--- src/rtl/npu_layer_sequencer.sv ---
// Job sequencer for the 8x8 NPU MAC: loads 16 weight words and 2 input words
// into the NPU window, reads back 8 row results, optionally applies ReLU, stores them.
`timescale 1ns/1ps
module npu_layer_sequencer (
  input  logic        clk,
  input  logic        rst_n,
  input  logic        start,
  input  logic [31:0] cfg_w_addr,
  input  logic [31:0] cfg_x_addr,
  input  logic [31:0] cfg_y_addr,
  input  logic        cfg_relu,
  output logic        busy,
  output logic        done,
  output logic        mem_req,
  output logic        mem_we,
  output logic [31:0] mem_addr,
  output logic [31:0] mem_wdata,
  input  logic        mem_gnt,
  input  logic        mem_rvalid,
  input  logic [31:0] mem_rdata,
  output logic        npu_write,
  output logic [6:0]  npu_byte_off,
  output logic [31:0] npu_wdata,
  output logic        npu_read,
  output logic [6:0]  npu_read_off,
  input  logic [31:0] npu_rdata
);

  localparam int DATA_W = 32;

  typedef enum logic [2:0] {
    IDLE, LD_REQ, LD_WAIT, NPU_WR, RD_ISSUE, RD_CAP, ST_REQ, DONE
  } state_t;

  state_t state_q, state_d;
  logic [4:0] k_q, k_d;
  logic [2:0] r_q, r_d;
  logic [DATA_W-1:0] w_base_q, w_base_d, x_base_q, x_base_d, y_base_q, y_base_d;
  logic relu_q, relu_d;

  logic        busy_q, busy_d, done_q, done_d;
  logic        mem_req_q, mem_req_d, mem_we_q, mem_we_d;
  logic [31:0] mem_addr_q, mem_addr_d, mem_wdata_q, mem_wdata_d;
  logic        npu_write_q, npu_write_d, npu_read_q, npu_read_d;
  logic [6:0]  npu_byte_off_q, npu_byte_off_d, npu_read_off_q, npu_read_off_d;
  logic [31:0] npu_wdata_q, npu_wdata_d;

  logic signed [DATA_W-1:0] npu_res;
  assign npu_res = npu_rdata;

  function automatic logic signed [DATA_W-1:0] relu_clamp(
    input logic signed [DATA_W-1:0] v,
    input logic                     en
  );
    return (en && (v < 0)) ? '0 : v;
  endfunction

  always_comb begin
    state_d     = state_q;
    k_d         = k_q;
    r_d         = r_q;
    w_base_d    = w_base_q;
    x_base_d    = x_base_q;
    y_base_d    = y_base_q;
    relu_d      = relu_q;
    mem_wdata_d = mem_wdata_q;
    npu_wdata_d = npu_wdata_q;

    case (state_q)
      IDLE: begin
        if (start) begin
          w_base_d = cfg_w_addr & ~32'h3;
          x_base_d = cfg_x_addr & ~32'h3;
          y_base_d = cfg_y_addr & ~32'h3;
          relu_d   = cfg_relu;
          k_d      = '0;
          r_d      = '0;
          state_d  = LD_REQ;
        end
      end
      LD_REQ:   if (mem_gnt) state_d = LD_WAIT;
      LD_WAIT: begin
        if (mem_rvalid) begin
          npu_wdata_d = mem_rdata;
          state_d     = NPU_WR;
        end
      end
      NPU_WR: begin
        if (k_q == 5'd17) begin
          r_d     = '0;
          state_d = RD_ISSUE;
        end else begin
          k_d     = k_q + 5'd1;
          state_d = LD_REQ;
        end
      end
      RD_ISSUE: state_d = RD_CAP;
      RD_CAP: begin
        mem_wdata_d = relu_clamp(npu_res, relu_q);
        state_d     = ST_REQ;
      end
      ST_REQ: begin
        if (mem_gnt) begin
          if (r_q == 3'd7) begin
            state_d = DONE;
          end else begin
            r_d     = r_q + 3'd1;
            state_d = RD_ISSUE;
          end
        end
      end
      DONE:     state_d = IDLE;
      default:  state_d = IDLE;
    endcase

    // Outputs are decoded from next state so every port comes straight off a flop
    busy_d         = (state_d != IDLE) && (state_d != DONE);
    done_d         = (state_d == DONE);
    mem_req_d      = (state_d == LD_REQ) || (state_d == ST_REQ);
    mem_we_d       = (state_d == ST_REQ);
    npu_write_d    = (state_d == NPU_WR);
    npu_read_d     = (state_d == RD_ISSUE);
    mem_addr_d     = mem_addr_q;
    npu_byte_off_d = npu_byte_off_q;
    npu_read_off_d = npu_read_off_q;
    if (state_d == LD_REQ)
      mem_addr_d = (k_d[4] ? x_base_d : w_base_d) + {26'd0, k_d[3:0], 2'b00};
    if (state_d == ST_REQ)
      mem_addr_d = y_base_d + {27'd0, r_d, 2'b00};
    if (state_d == NPU_WR)
      npu_byte_off_d = {k_d, 2'b00};
    if (state_d == RD_ISSUE)
      npu_read_off_d = 7'h48 + {2'b00, r_d, 2'b00};
  end

  always_ff @(posedge clk or negedge rst_n) begin
    if (!rst_n) begin
      state_q        <= IDLE;
      k_q            <= '0;
      r_q            <= '0;
      w_base_q       <= '0;
      x_base_q       <= '0;
      y_base_q       <= '0;
      relu_q         <= 1'b0;
      busy_q         <= 1'b0;
      done_q         <= 1'b0;
      mem_req_q      <= 1'b0;
      mem_we_q       <= 1'b0;
      mem_addr_q     <= '0;
      mem_wdata_q    <= '0;
      npu_write_q    <= 1'b0;
      npu_byte_off_q <= '0;
      npu_wdata_q    <= '0;
      npu_read_q     <= 1'b0;
      npu_read_off_q <= '0;
    end else begin
      state_q        <= state_d;
      k_q            <= k_d;
      r_q            <= r_d;
      w_base_q       <= w_base_d;
      x_base_q       <= x_base_d;
      y_base_q       <= y_base_d;
      relu_q         <= relu_d;
      busy_q         <= busy_d;
      done_q         <= done_d;
      mem_req_q      <= mem_req_d;
      mem_we_q       <= mem_we_d;
      mem_addr_q     <= mem_addr_d;
      mem_wdata_q    <= mem_wdata_d;
      npu_write_q    <= npu_write_d;
      npu_byte_off_q <= npu_byte_off_d;
      npu_wdata_q    <= npu_wdata_d;
      npu_read_q     <= npu_read_d;
      npu_read_off_q <= npu_read_off_d;
    end
  end

  assign busy         = busy_q;
  assign done         = done_q;
  assign mem_req      = mem_req_q;
  assign mem_we       = mem_we_q;
  assign mem_addr     = mem_addr_q;
  assign mem_wdata    = mem_wdata_q;
  assign npu_write    = npu_write_q;
  assign npu_byte_off = npu_byte_off_q;
  assign npu_wdata    = npu_wdata_q;
  assign npu_read     = npu_read_q;
  assign npu_read_off = npu_read_off_q;

endmodule
--- config.mk ---
export PLATFORM = sky130hd
export DESIGN_NAME = npu_layer_sequencer
export DESIGN_NICKNAME = d
export VERILOG_FILES = /design/src/rtl/npu_layer_sequencer.sv
export SDC_FILE = /design/constraint.sdc
export NUM_CORES = 1
export LEC_CHECK = 0
export BUFFER_PORTS_ARGS = -buffer_cell sky130_fd_sc_hd__buf_2
export CORE_MARGIN = 2
export CORE_UTILIZATION = 49
export CTS_BUF_LIST = sky130_fd_sc_hd__clkbuf_16
export DETAILED_ROUTE_END_ITERATION = 8
export HOLD_SLACK_MARGIN = 0.08
export MAX_ROUTING_LAYER = met4
export PLACE_DENSITY = 0.77
export SYNTH_ARGS = -nofsm -noshare
export SYNTH_HDL_FRONTEND = slang
export SYNTH_SLANG_ARGS = --single-unit
export TNS_END_PERCENT = 100
--- constraint.sdc ---
create_clock -name clk -period 4.5 [get_ports clk]
set_input_delay 0.225 -clock clk [delete_from_list [all_inputs] [get_ports clk]]
set_output_delay 0.225 -clock clk [all_outputs]
set_load 0.05 [all_outputs]
==> reports/summary.txt, run 1 <==
Total I/O pin count: 282
Root buf cell: clkbuf_16
Min cycle time layout: 4.22 ns
Buf/Inv on CP: 3
Die area: 24300 um^2
IO buf count: 271
Fin nets: 1776
Pre-CTS WS: 0.307 ns
Fin Hold WS: 0.0985 ns
Top cell type's share of synthesized area: 0.486
Die H: 156 um
Req. time, crit path: 4.90 ns
Crit-path cells: buf_4, nor4b_4, buf_4, buf_4, a22oi_1, a2111oi_4, nor4b_4, nand4_1, xnor2_1, a211o_1
Vias in the first global route: 10900
Hold Fails Final Rpt: 0
Maximum operating frequency: 237 MHz
Starting Density: 0.500
R2R setup slack: 0.28 ns
Post-Synthesis Cell Area: 11300 um^2
Drt pass-1 iters: 8
Top delay family on crit path: simple AND/OR/NAND/NOR gates
Pleak: 7.40 nW
Sequential area share after synthesis: 0.486
Total core area: 22600 um^2
Setup violations, final: 0
Largest net degree at the start of global routing: 133
GP Congestion: 0.959
Top post-synthesis cells by area: dfrtp_1, nand2_1, mux2_2
Worst Slack Setup Final: 0.279 ns
Worst Hold Depth: 3
Worst slew margin: 0.175
Clk_lat worst skew: 0.53 ns
R2R cell count: 10
Worst slew pin tran: 1.23 ns
DP HPWL: 23400 um
CP most frequent cell: buf_4
Ys async rst share: 1.00
FF+latch count, synth: 220
Post-synth top area cell: dfrtp_1
Max H-tree Level: 1
Cell count after synthesis: 1188
Most common cell after layout, fill and taps aside: nand2_1
Reg-to-Reg End: mem_addr[25]$_DFFE_PN0P_
Clock Tree Buf Depth: 3
Ys Warns: 0
First-pass GRT wire length: 56300 um
Row count: 55
Peak VDD IR: 0.462 mV
Hold Crit Start: cfg_y_addr[23]
Slew Limit Fails: 0
Placed cells: 1705
Reg2reg start: state_q[0]$_DFF_PN0_
Layout cells sized above 1: 0.258
CTS tree: yes
Max cap viols: 0
Crit-path slowest cell: nor4b_4
Initial antenna violation count: 1
Vias: 10700
Via/cell ratio: 5.66
Arr. time, crit path: 4.62 ns
Post-DRT Antenna Nets: 0
Iter 0 DRT Violations: 1194
Critical Path Source Type: register
RSZ-0062 raised after global routing: no
GRT Residual Overflow: 0
Die width: 156 um
Drt total wl: 35800 um
Most used flip-flop cell after synthesis: dfrtp_1
Worst hold path endpoint: y_base_q[23]$_DFF_PN0_
Outcome: completed
CTS Buf Count: 25
Max incr delay on CP: 0.64 ns
Commonest cells after routing, fill and taps aside: nand2_1, buf_2, dfrtp_1, dlygate4sd3_1, o21ai_0
Clock skew: 0.0249 ns
Tcrit/Tclk final: 0.938
Residual DRC: 0
Non-Filler Instances: 1898
Syn-to-layout area delta: 34.5%
Setup CP Type: register to register
Post-synth EDFFs: 0
Total GRT Usage: 0.299
Clk sinks: 220
Post-synth cell types: 82
Fin util: 0.673
Routed wire length per instance: 18.8 um
Hold WC Path Type: input port to register
CTS clk-pin slew, worst paths: 0.06 ns
Power per Cell Area: 721 nW/um^2
Syn Area/Cell: 9.53 um^2
Maximum fanout along the worst path: 43
Critical Path End Type: register
[cell usage after synthesis, types with 9 or more instances]
cell / n
a21oi_1: 28
a31oi_1: 9
and2_1: 13
and3_1: 14
buf_2: 15
clkbuf_1: 32
dfrtp_1: 220
ha_1: 10
inv_1: 39
mux2_2: 57
mux2i_1: 45
nand2_1: 288
nand2b_1: 9
nand3_1: 52
nand4_1: 22
nor2_1: 52
nor3_1: 16
o21ai_0: 67
xnor2_1: 31
xor2_1: 15
[worst register-to-register path, cell delays in order (launching register included)]
cell	delay, ns
dfrtp_1	0.38
buf_4	0.19
nor4b_4	0.64
buf_4	0.59
buf_4	0.47
a22oi_1	0.23
a2111oi_4	0.28
nor4b_4	0.63
nand4_1	0.22
xnor2_1	0.18
a211o_1	0.30
[where the power goes]
part	internal [mW]	total [mW]	switching, mW
logic	1.73	5.71	3.99
registers	2.87	3.35	0.483
clock network	1.11	1.92	0.803
total	5.71	11.0	5.27
[layer usage]
layer  share of wire  GRT usage
met5               0          -
met1            0.39      0.359
met2            0.49      0.499
met4           0.041      0.124
met3           0.082     0.0558
[area by class of cell]
cell class / instances / area, um^2
clock buffers: 25 / 626
fillers: 1648 / 7410
well taps: 285 / 357
diodes: 1 / 2.50
clock inverters: 15 / 124
flip-flops and latches: 220 / 5510
repair buffers: 446 / 3070
multi-input cells: 865 / 5390
inverters: 41 / 154
[stage by stage]
step | TNS [ns] | power, mW | instance area, um^2
2_1_floorplan | -0.0423 | 7.33 | 11400
3_3_place_gp | 0 | 8.67 | 13000
3_5_place_dp | 0 | 8.81 | 13000
4_1_cts | 0 | 10.9 | 15200
5_1_grt | 0 | 11.5 | 15200
6_report | 0 | 11.0 | 15200
[state kept, by name, summed over array words and instances (netlist names)]
name and flops:
mem_addr 32, mem_wdata 32, npu_wdata 32, w_base_q 32, x_base_q 32, y_base_q 32, k_q 5, npu_byte_off 5
npu_read_off 5, r_q 3, state_q 3, busy 1, done 1, mem_req 1, mem_we 1, npu_read 1
npu_write 1, relu_q 1
[worst max path at each step]
stage,from,to,slack (ns),cells past startpoint
3_3_place_gp,state_q[0]$_DFF_PN0_,mem_addr[24]$_DFFE_PN0P_,0.35,16
2_1_floorplan,state_q[1]$_DFF_PN0_,mem_addr[24]$_DFFE_PN0P_,-0.04,21
6_report,state_q[0]$_DFF_PN0_,mem_addr[25]$_DFFE_PN0P_,0.28,10
5_1_grt,state_q[0]$_DFF_PN0_,mem_addr[25]$_DFFE_PN0P_,0.007,10
4_1_cts,state_q[0]$_DFF_PN0_,mem_addr[24]$_DFFE_PN0P_,0.26,16
3_5_place_dp,state_q[0]$_DFF_PN0_,mem_addr[24]$_DFFE_PN0P_,0.31,16
[timing repair]
item,CTS,global route
buffers inserted,0,0
endpoints found under the setup margin,0,1
resized for setup,0,1
hold endpoints to repair,281,0
hold buffers,152,0
[logic make-up (layout without fill, tap and decap cells)]
kind of cell	after synthesis	after routing	synth area share
AO/OA/AOI/OAI	187	187	0.113
XOR/XNOR	46	46	0.0356
adder cells (fa/ha/maj)	12	12	0.0137
buffers and inverters	106	527	0.0411
flip-flops	220	220	0.486
multiplexers	106	106	0.103
other	1	5	0.000331
AND/OR/NAND/NOR	510	510	0.207
No activity file was read; power rests on OpenSTA's default activity.
==> inputs of run 2 (changes only) <==
CAP_MARGIN = 20   (was unset)
TNS_END_PERCENT = 30   (was 100)
clock period = 3.8 ns   (was 4.5 ns; I/O delays follow)
==> run 2 against run 1 <==
Effect of this change: sequential share of layout area is 1.1 points lower; largest cell class unchanged; sequential cell count stayed put; via count is 3.3% higher; sequential power is 20% higher; clock power is 20% higher; design area is 3.0% higher; final cell count is 2.5% higher.
==> reports/summary.txt, run 2 (same netlist as run 1, synthesis figures left out) <==
Outcome: completed
Vias: 11100
Via/cell ratio: 5.70
CTS clk-pin slew, worst paths: 0.06 ns
Row count: 55
Setup CP Type: register to register
Drt pass-1 iters: 9
Critical Path End Type: register
Total I/O pin count: 282
GRT Residual Overflow: 0
Commonest cells after routing, fill and taps aside: nand2_1, buf_2, dfrtp_1, dlygate4sd3_1, o21ai_0
Slew Limit Fails: 0
Starting Density: 0.500
Reg-to-Reg End: mem_addr[19]$_DFFE_PN0P_
Setup violations, final: 0
Hold Crit Start: cfg_y_addr[24]
Power per Cell Area: 851 nW/um^2
Worst Hold Depth: 4
Max cap viols: 0
Drt total wl: 37800 um
RSZ-0062 raised after global routing: yes
Most common cell after layout, fill and taps aside: nand2_1
Die H: 156 um
Tcrit/Tclk final: 0.976
Peak VDD IR: 0.599 mV
Min cycle time layout: 3.71 ns
Largest net degree at the start of global routing: 119
Vias in the first global route: 10900
Total core area: 22600 um^2
Worst slew margin: 0.333
DP HPWL: 24500 um
Fin nets: 1819
CTS Buf Count: 25
Clock skew: 0.0145 ns
Req. time, crit path: 4.16 ns
Pre-CTS WS: -0.0824 ns
Maximum operating frequency: 270 MHz
Hold WC Path Type: input port to register
Die width: 156 um
First-pass GRT wire length: 58200 um
Worst Slack Setup Final: 0.0924 ns
Worst hold path endpoint: y_base_q[24]$_DFF_PN0_
R2R setup slack: 0.09 ns
Arr. time, crit path: 4.07 ns
Critical Path Source Type: register
Clk sinks: 220
Number of fill cells: 1618
CTS tree: yes
Layout cells sized above 1: 0.284
Total GRT Usage: 0.313
Fin util: 0.693
Initial antenna violation count: 0
Pleak: 7.61 nW
Die area: 24300 um^2
Hold Fails Final Rpt: 0
Clock Tree Buf Depth: 3
Routed wire length per instance: 19.4 um
Post-DRT Antenna Nets: 0
Iter 0 DRT Violations: 1132
GP Congestion: 0.914
Residual DRC: 0
Reg2reg start: state_q[1]$_DFF_PN0_
IO buf count: 271
Root buf cell: clkbuf_16
R2R cell count: 15
Syn-to-layout area delta: 38.6%
Clk_lat worst skew: 0.53 ns
Max H-tree Level: 1
Maximum fanout along the worst path: 7
Worst slew pin tran: 0.998 ns
-- run 2: worst max path at each step --
stage | cells past startpoint | from | to
CTS | 16 | state_q[0]$_DFF_PN0_ | mem_addr[24]$_DFFE_PN0P_
floorplan | 21 | state_q[0]$_DFF_PN0_ | mem_addr[24]$_DFFE_PN0P_
finish | 15 | state_q[1]$_DFF_PN0_ | mem_addr[19]$_DFFE_PN0P_
detailed placement | 16 | state_q[0]$_DFF_PN0_ | mem_addr[24]$_DFFE_PN0P_
global placement | 16 | state_q[0]$_DFF_PN0_ | mem_addr[24]$_DFFE_PN0P_
global route | 15 | state_q[1]$_DFF_PN0_ | mem_addr[19]$_DFFE_PN0P_
-- run 2: through the flow --
| step | cells | power (mW) | hold slack, ns | area [um^2] | setup TNS, ns |
|---|---|---|---|---|---|
| 6_report | 1945 | 13.3 | 0.0969 | 15700 | 0 |
| 5_1_grt | 1944 | 14.0 | 0.102 | 15700 | -0.0571 |
| 4_1_cts | 1940 | 13.1 | 0.0878 | 15600 | 0 |
| 3_5_place_dp | 1743 | 10.6 | 0.332 | 13300 | -0.117 |
| 3_3_place_gp | 1743 | 10.5 | 0.336 | 13300 | 0 |
| 2_1_floorplan | 1191 | 8.76 | -0.106 | 11500 | -6.52 |
-- run 2: timing repair --
| action | 4_1_cts | 5_1_grt |
|---|---|---|
| endpoints found under the setup margin | 6 | 23 |
| gates resized for setup | 2 | 11 |
| hold endpoints to repair | 266 | 0 |
| hold buffers | 153 | 0 |
| pin swaps | 0 | 7 |
| buffers inserted | 0 | 3 |
-- run 2: layout make-up --
class	instances	area, um^2	share of cell area
Clock buffer	25	626	0.0399
Tap cell	285	357	0.0227
Inverter	41	159	0.0101
Timing Repair Buffer	489	3420	0.218
Antenna cell	1	2.50	0.000160
Multi-Input combinational cell	865	5480	0.349
Clock inverter	19	141	0.00901
Sequential cell	220	5510	0.351
-- run 2: metal layers --
metal / share of wire / wire length, um / track usage
met1: 0.39 / 14900 / 0.388
met4: 0.037 / 1410 / 0.119
met3: 0.078 / 2960 / 0.0467
met5: 0 / 0 / -
met2: 0.49 / 18500 / 0.523
-- run 2: power by group --
| group | internal (mW) | total [mW] | switching (mW) |
|---|---|---|---|
| logic | 2.21 | 7.02 | 4.82 |
| registers | 3.40 | 4.01 | 0.610 |
| clock network | 1.33 | 2.31 | 0.984 |
| total | 6.93 | 13.3 | 6.41 |
-- run 2: critical path, stage by stage (launching register included) --
cell and delay, ns:
dfrtp_1 0.38, or4b_4 0.56, and3_4 0.22, nor2_4 0.17, buf_4 0.15, nand2_1 0.04
a21boi_1 0.15, ha_1 0.30, a21o_1 0.11, a21o_1 0.19, a21oi_4 0.12, buf_4 0.18
a2111oi_2 0.45, nand3_1 0.14, xor2_1 0.22, o221ai_1 0.15
